[config.mk]
export PLATFORM = sky130hd
export DESIGN_NAME = hist_framer_flat
export DESIGN_NICKNAME = d
export VERILOG_FILES = /design/src/rtl/hist_pkg.sv /design/src/rtl/hist_if.sv /design/src/rtl/hist_skid2.sv /design/src/rtl/hist_framer.sv /design/src/flat_wrapper.sv
export SDC_FILE = /design/constraint.sdc
export NUM_CORES = 1
export LEC_CHECK = 0
export ABC_AREA = 1
export CAP_MARGIN = 20
export CELL_PAD_IN_SITES_DETAIL_PLACEMENT = 0
export CELL_PAD_IN_SITES_GLOBAL_PLACEMENT = 1
export CORE_UTILIZATION = 38
export CTS_CLUSTER_SIZE = 10
export DETAILED_ROUTE_END_ITERATION = 6
export GPL_ROUTABILITY_DRIVEN = 1
export HOLD_SLACK_MARGIN = 0.15
export PLACE_DENSITY_LB_ADDON = 0.12
export SYNTH_ARGS = -nofsm -noshare
export SYNTH_HDL_FRONTEND = slang
export SYNTH_SLANG_ARGS = --single-unit
[constraint.sdc]
create_clock -name clk -period 2.8 [get_ports clk]
set_clock_uncertainty 0.1 [all_clocks]
set_input_delay 0.42 -clock clk [delete_from_list [all_inputs] [get_ports clk]]
set_output_delay 0.42 -clock clk [all_outputs]
set_load 0.02 [all_outputs]
[src/rtl/hist_pkg.sv]
// hist_pkg: shared constants and FSM encoding for the histogram-equalization pipeline
package hist_pkg;
  localparam int PIX_W   = 8;
  localparam int W_DEF   = 960;
  localparam int H_DEF   = 540;
  localparam int FNW_DEF = 16;
  typedef enum logic {WAIT_SOP = 1'b0, IN_FRAME = 1'b1} state_t;
endpackage

[src/rtl/hist_if.sv]
// hist_if: pixel stream in, tagged pixel stream out, plus frame status
interface hist_if #(
  parameter int XW  = 11,
  parameter int YW  = 10,
  parameter int FNW = hist_pkg::FNW_DEF
) ();
  logic [hist_pkg::PIX_W-1:0] in_data;
  logic                       in_valid;
  logic                       in_ready;
  logic [hist_pkg::PIX_W-1:0] out_data;
  logic                       out_valid;
  logic                       out_ready;
  logic                       out_sop;
  logic                       out_eop;
  logic [XW-1:0]              out_x;
  logic [YW-1:0]              out_y;
  logic                       sync_clr;
  logic [FNW-1:0]             frame_num;
  logic                       frame_done;
  modport slave (
    input  in_data, in_valid, out_ready, sync_clr,
    output in_ready, out_data, out_valid, out_sop, out_eop, out_x, out_y, frame_num, frame_done
  );
  modport master (
    output in_data, in_valid, out_ready, sync_clr,
    input  in_ready, out_data, out_valid, out_sop, out_eop, out_x, out_y, frame_num, frame_done
  );
endinterface

[src/rtl/hist_skid2.sv]
// hist_skid2: 2-entry skid buffer; ready and valid come straight from the occupancy register
module hist_skid2 #(
  parameter int DW = 8
) (
  input  logic          clk,
  input  logic          rst,
  input  logic [DW-1:0] in_data,
  input  logic          in_valid,
  output logic          in_ready,
  output logic [DW-1:0] out_data,
  output logic          out_valid,
  input  logic          out_ready,
  output logic [1:0]    count
);
  logic [DW-1:0] d0, d1;
  logic wr, rd;
  assign in_ready  = count != 2'd2;
  assign out_valid = count != 2'd0;
  assign out_data  = d0;
  assign wr = in_valid & in_ready;
  assign rd = out_valid & out_ready;
  // d0 is always the oldest entry; a read shifts d1 (or the incoming beat) into it
  always_ff @(posedge clk or negedge rst) begin
    if (!rst) begin
      count <= 2'd0;
      d0    <= '0;
      d1    <= '0;
    end else begin
      count <= count + {1'b0, wr} - {1'b0, rd};
      if (rd) d0 <= (wr && count == 2'd1) ? in_data : d1;
      else if (wr && count == 2'd0) d0 <= in_data;
      if (wr && !rd && count == 2'd1) d1 <= in_data;
    end
  end
endmodule

[src/rtl/hist_framer.sv]
// hist_framer: buffers the raw pixel stream and tags each output beat with raster position and frame markers
module hist_framer import hist_pkg::*; #(
  parameter int W   = W_DEF,
  parameter int H   = H_DEF,
  parameter int XW  = 11,
  parameter int YW  = 10,
  parameter int FNW = FNW_DEF
) (
  input logic   clk,
  input logic   rst,
  hist_if.slave bus
);
  logic [1:0]     occ;
  logic           vld, at_xe, at_ye, xfer, eop_xfer;
  logic [XW-1:0]  x;
  logic [YW-1:0]  y;
  logic [FNW-1:0] fn;
  logic           done;
  state_t         state, state_nx;
  hist_skid2 #(.DW(PIX_W)) skid (
    .clk      (clk),
    .rst      (rst),
    .in_data  (bus.in_data),
    .in_valid (bus.in_valid),
    .in_ready (bus.in_ready),
    .out_data (bus.out_data),
    .out_valid(bus.out_valid),
    .out_ready(bus.out_ready),
    .count    (occ)
  );
  assign vld      = occ != 2'd0;
  assign at_xe    = x == XW'(W - 1);
  assign at_ye    = y == YW'(H - 1);
  assign xfer     = bus.out_valid & bus.out_ready;
  assign eop_xfer = xfer & at_xe & at_ye;
  assign bus.out_x      = x;
  assign bus.out_y      = y;
  assign bus.out_sop    = vld & (x == '0) & (y == '0);
  assign bus.out_eop    = vld & at_xe & at_ye;
  assign bus.frame_num  = fn;
  assign bus.frame_done = done;
  // raster counters step on each output transfer; sync_clr wins but the current beat keeps its tags
  always_ff @(posedge clk or negedge rst) begin
    if (!rst) begin
      x <= '0;
      y <= '0;
    end else if (bus.sync_clr) begin
      x <= '0;
      y <= '0;
    end else if (xfer) begin
      x <= at_xe ? '0 : x + 1'b1;
      if (at_xe) y <= at_ye ? '0 : y + 1'b1;
    end
  end
  // frame counter and done pulse follow every eop transfer, even one coinciding with sync_clr
  always_ff @(posedge clk or negedge rst) begin
    if (!rst) begin
      fn   <= '0;
      done <= 1'b0;
    end else begin
      fn   <= fn + FNW'(eop_xfer);
      done <= eop_xfer;
    end
  end
  // control state register
  always_ff @(posedge clk or negedge rst) begin
    if (!rst) state <= WAIT_SOP;
    else      state <= state_nx;
  end
  // frame tracking: enter on a sop transfer, leave on an eop transfer or resync
  always_comb begin
    state_nx = state;
    state_nx = bus.sync_clr                                 ? WAIT_SOP :
               (state == WAIT_SOP && xfer && bus.out_sop)  ? IN_FRAME :
               (state == IN_FRAME && eop_xfer)             ? WAIT_SOP : state;
  end
endmodule
[src/flat_wrapper.sv]
// flat-port wrapper written by rule: the top's interface ports become plain ports
module hist_framer_flat import hist_pkg::*;
#(
  parameter int W   = W_DEF,
  parameter int H   = H_DEF,
  parameter int XW  = 11,
  parameter int YW  = 10,
  parameter int FNW = FNW_DEF
)
  (clk, rst, bus_in_data, bus_in_valid, bus_out_ready, bus_sync_clr, bus_in_ready, bus_out_data, bus_out_valid, bus_out_sop, bus_out_eop, bus_out_x, bus_out_y, bus_frame_num, bus_frame_done);
  hist_if #(.XW(XW), .YW(YW), .FNW(FNW)) bus_i ();
  input logic clk;
  input logic rst;
  input wire logic [$bits(bus_i.in_data)-1:0] bus_in_data;
  input wire logic [$bits(bus_i.in_valid)-1:0] bus_in_valid;
  input wire logic [$bits(bus_i.out_ready)-1:0] bus_out_ready;
  input wire logic [$bits(bus_i.sync_clr)-1:0] bus_sync_clr;
  output wire logic [$bits(bus_i.in_ready)-1:0] bus_in_ready;
  output wire logic [$bits(bus_i.out_data)-1:0] bus_out_data;
  output wire logic [$bits(bus_i.out_valid)-1:0] bus_out_valid;
  output wire logic [$bits(bus_i.out_sop)-1:0] bus_out_sop;
  output wire logic [$bits(bus_i.out_eop)-1:0] bus_out_eop;
  output wire logic [$bits(bus_i.out_x)-1:0] bus_out_x;
  output wire logic [$bits(bus_i.out_y)-1:0] bus_out_y;
  output wire logic [$bits(bus_i.frame_num)-1:0] bus_frame_num;
  output wire logic [$bits(bus_i.frame_done)-1:0] bus_frame_done;
  assign bus_i.in_data = bus_in_data;
  assign bus_i.in_valid = bus_in_valid;
  assign bus_i.out_ready = bus_out_ready;
  assign bus_i.sync_clr = bus_sync_clr;
  assign bus_in_ready = bus_i.in_ready;
  assign bus_out_data = bus_i.out_data;
  assign bus_out_valid = bus_i.out_valid;
  assign bus_out_sop = bus_i.out_sop;
  assign bus_out_eop = bus_i.out_eop;
  assign bus_out_x = bus_i.out_x;
  assign bus_out_y = bus_i.out_y;
  assign bus_frame_num = bus_i.frame_num;
  assign bus_frame_done = bus_i.frame_done;
  hist_framer #(.W(W), .H(H), .XW(XW), .YW(YW), .FNW(FNW)) u_core (.clk(clk), .rst(rst), .bus(bus_i));
endmodule
==> results.toml <==
[timing]
setup_ws_ns = 0.3219
tns_ns = 0
setup_viol = 0
rsz0062_at_grt = "false"
hold_viol_final = 0
min_period_over_period = 0.8851
final-max-slew-violation-count = 0
tightest_slew_ns = 0.5109
period_minus_slack_ns = 2.478
max_freq_mhz = 403.5
slew_headroom = 0.6582
holdWs_ns = 0.4151

[die]
rows = 31
core_mm2 = 0.007370
die_y_um = 90.08
fp.dieW_um = 90.08
start_util = 0.4000
ios = 63
die-area_mm2 = 0.008114

[clocking]
cts_root_buf = "clkbuf_8"
clkTransAtPathRegs_ns = 0.10
clock_latency_ns = 0.31
h-tree-depth = 2
cts_tree = "done"
post_cts_buffers = 0
clk_path_buf_depth = 2
cts_made_buffers = 5
cts_sinks = 56

[detailed_routing]
wl_um = 6768
drtIter0Drc = 87
first_pass_iters = 4
routedWlPerCell_um = 13.02
routed_via_density = 4.800
ant_nets = 0
drc = 0
vias = 2496

[place]
routabilityCongestion = 0.7861
port_buffers = 62
pre_cts_ws_ns = 0.1645
placed_cell_area_mm2 = 0.003690
dpl.hpwl_um = 4832

[global_route]
grt_pass1_vias = 2326
grt_antenna_before_repair = 0
grt_max_degree = 57
grt_use_total = 0.1732
grt_pass1_wl_um = 11310
overflow = 0

[flow_run]
max_cap_viol_count = 0

[pwr]
p_per_area_mw_per_mm2 = 670.0
vdd_drop_max_v = 0.0004468
p_comb_frac = 0.360
p_switching_w = 0.0009039
p_seq_frac = 0.426
p_sw_frac = 0.3531
power.leakage_nw = 1.808
power.total_w = 0.002560
clkPwrFrac = 0.214
cell_internal_pwr_w = 0.001656

[critical_path]
arrival_ns = 2.59
r2r-start = "u_core.bus.out_y[1]"
reg2reg_slack_ns = 0.32
r2r_cells = 10
cp.required_ns = 2.91
crit_path_end_kind = "flop"
timing.rr.end = "u_core.bus.frame_num[14]"
crit_type = "flop to flop"
path_max_fanout = 6
cp-start-kind = "flop"

[cells_and_area]
fin_area_mm2 = 0.003821
area_growth_pct = 29.63
fill_cells = 738
final_nets = 443
diodes = 0
drive_gt1_frac = 0.07838

[synthesis]
yosysUniqueCellTypes = 27
syn_area_per_cell_um2 = 8.398
synth_largest_area_cell = "dfrtp_1"
synthesis.nets = 374
yosys-top-cells-area = "dfrtp_1 (48%), nand2_1 (10%), nand3_1 (9.8%)"
synth_cells = 351
synth_top_area_frac = 0.4754
syn_area_mm2 = 0.002948
synth-seq-area-share = 0.4754
yosys_warnings = 0
ys_ff_latch = 56

[min_path]
whs_path_depth = 1
hold_path_startpoint = "u_core.skid.d1[4]"
min_to = "u_core.skid.d1[4]"
hold_class = "flop to flop"

[run_status]
status = "finished clean"
flip-flops by register name, indices dropped and copies added, names as in the netlist:
register and count:
u_core.skid.out_data 8, u_core.skid.count 2, u_core.skid.d1 8, u_core.bus.frame_num 16, u_core.bus.out_y 10, u_core.bus.frame_done 1, u_core.bus.out_x 11
cells in the final DEF (no fill, tap or decap), types with 3 or more instances in the layout:
| cell | netlist | layout |
|---|---|---|
| inv_1 | 33 | 33 |
| inv_2 | 3 | 3 |
| nor2_1 | 41 | 41 |
| xnor2_1 | 4 | 4 |
| clkbuf_8 | 0 | 5 |
| nand4_1 | 5 | 5 |
| clkdlybuf4s50_1 | 0 | 59 |
| o21ai_1 | 3 | 3 |
| xor2_1 | 16 | 16 |
| mux2_2 | 8 | 8 |
| dfrtp_1 | 56 | 56 |
| o21ai_0 | 5 | 5 |
| nand3_1 | 58 | 58 |
| ha_1 | 10 | 10 |
| nor3_1 | 6 | 5 |
| nand2_2 | 5 | 5 |
| nand2_1 | 79 | 79 |
| nand3b_1 | 3 | 3 |
kinds of logic after synthesis:
group,share of synthesized area
adder cells (fa/ha/maj),0.04244
flip-flops,0.4754
XOR/XNOR,0.05942
AO/OA/AOI/OAI,0.02589
AND/OR/NAND/NOR,0.3094
buffers and inverters,0.05688
multiplexers,0.03056
synth_stat cells (all sizes together):
master	n
buf	4
xor2	16
or2	2
nand2	84
a21oi	2
ha	10
nand4	5
nor3b	2
nor4	1
dfrtp	56
nor3	6
nand3	59
mux2	8
nand3b	3
nor2	43
o21ai	8
xnor2	4
inv	36
o21bai	2
critical path, stage by stage, from the launching register on:
cell and delay [ns]:
dfrtp_1 0.44, ha_1 0.24, nand3_1 0.11, or2_1 0.27, nor3_2 0.19, ha_1 0.19
ha_1 0.17, nand2_1 0.08, nor3b_1 0.30, nand3_1 0.14, xnor2_1 0.15
layout make-up:
cell class,count,area [um2],share of cell area
sequential,56,1401,0.3667
clock buffer,6,72.57,0.01899
multi-input combinational,255,1384,0.3621
timing repair buffer,66,665.6,0.1742
clock inverter,2,38.79,0.01015
inverter,36,135.1,0.03536
tap,99,123.9,0.03242
metrics by stage:
stage,cells,utilization
after detailed placement,511,0.5007
after global routing,520,0.5185
after floorplan,351,-
final,520,0.5185
after global placement,511,0.5007
after CTS,520,0.5171
power by group through the flow:
stage | logic [W] | clock network, W | registers (W)
2_1_floorplan | 0.000462 | 0 | 0.00119
3_3_place_gp | 0.000930 | 0 | 0.00110
3_5_place_dp | 0.000933 | 0 | 0.00110
4_1_cts | 0.000934 | 0.000571 | 0.00109
5_1_grt | 0.00101 | 0.000591 | 0.00111
6_report | 0.000922 | 0.000548 | 0.00109
metal layers:
metal | wire length (um) | GRT usage | vias to the layer above
li1 | - | - | 1271
met1 | 3426 | 0.2534 | 1158
met2 | 3063 | 0.2684 | 60
met3 | 205 | 0.02030 | 7
met4 | 74 | 0.05242 | 0
met5 | 0 | 0 | -
worst max path at each step:
| stage | startpoint | slack (ns) | endpoint | cells past startpoint |
|---|---|---|---|---|
| finish | u_core.bus.out_y[1] | 0.32 | u_core.bus.frame_num[14] | 10 |
| global route | u_core.bus.out_x[1] | 0.10 | u_core.bus.frame_num[10] | 14 |
| CTS | u_core.bus.out_y[0] | 0.08 | bus_out_sop | 7 |
| detailed placement | bus_out_ready | 0.16 | u_core.bus.frame_num[14] | 9 |
| global placement | bus_out_ready | 0.22 | u_core.bus.frame_num[14] | 9 |
| floorplan | u_core.bus.out_y[1] | 0.31 | u_core.bus.frame_num[14] | 10 |
repair_timing:
item / in CTS / in global routing
endpoints found under the hold margin: 56 / 0
endpoints found under the setup margin: 0 / 4
hold buffers: 1 / 0
resized for setup: 0 / 3
(Power assumes the default switching activity.)
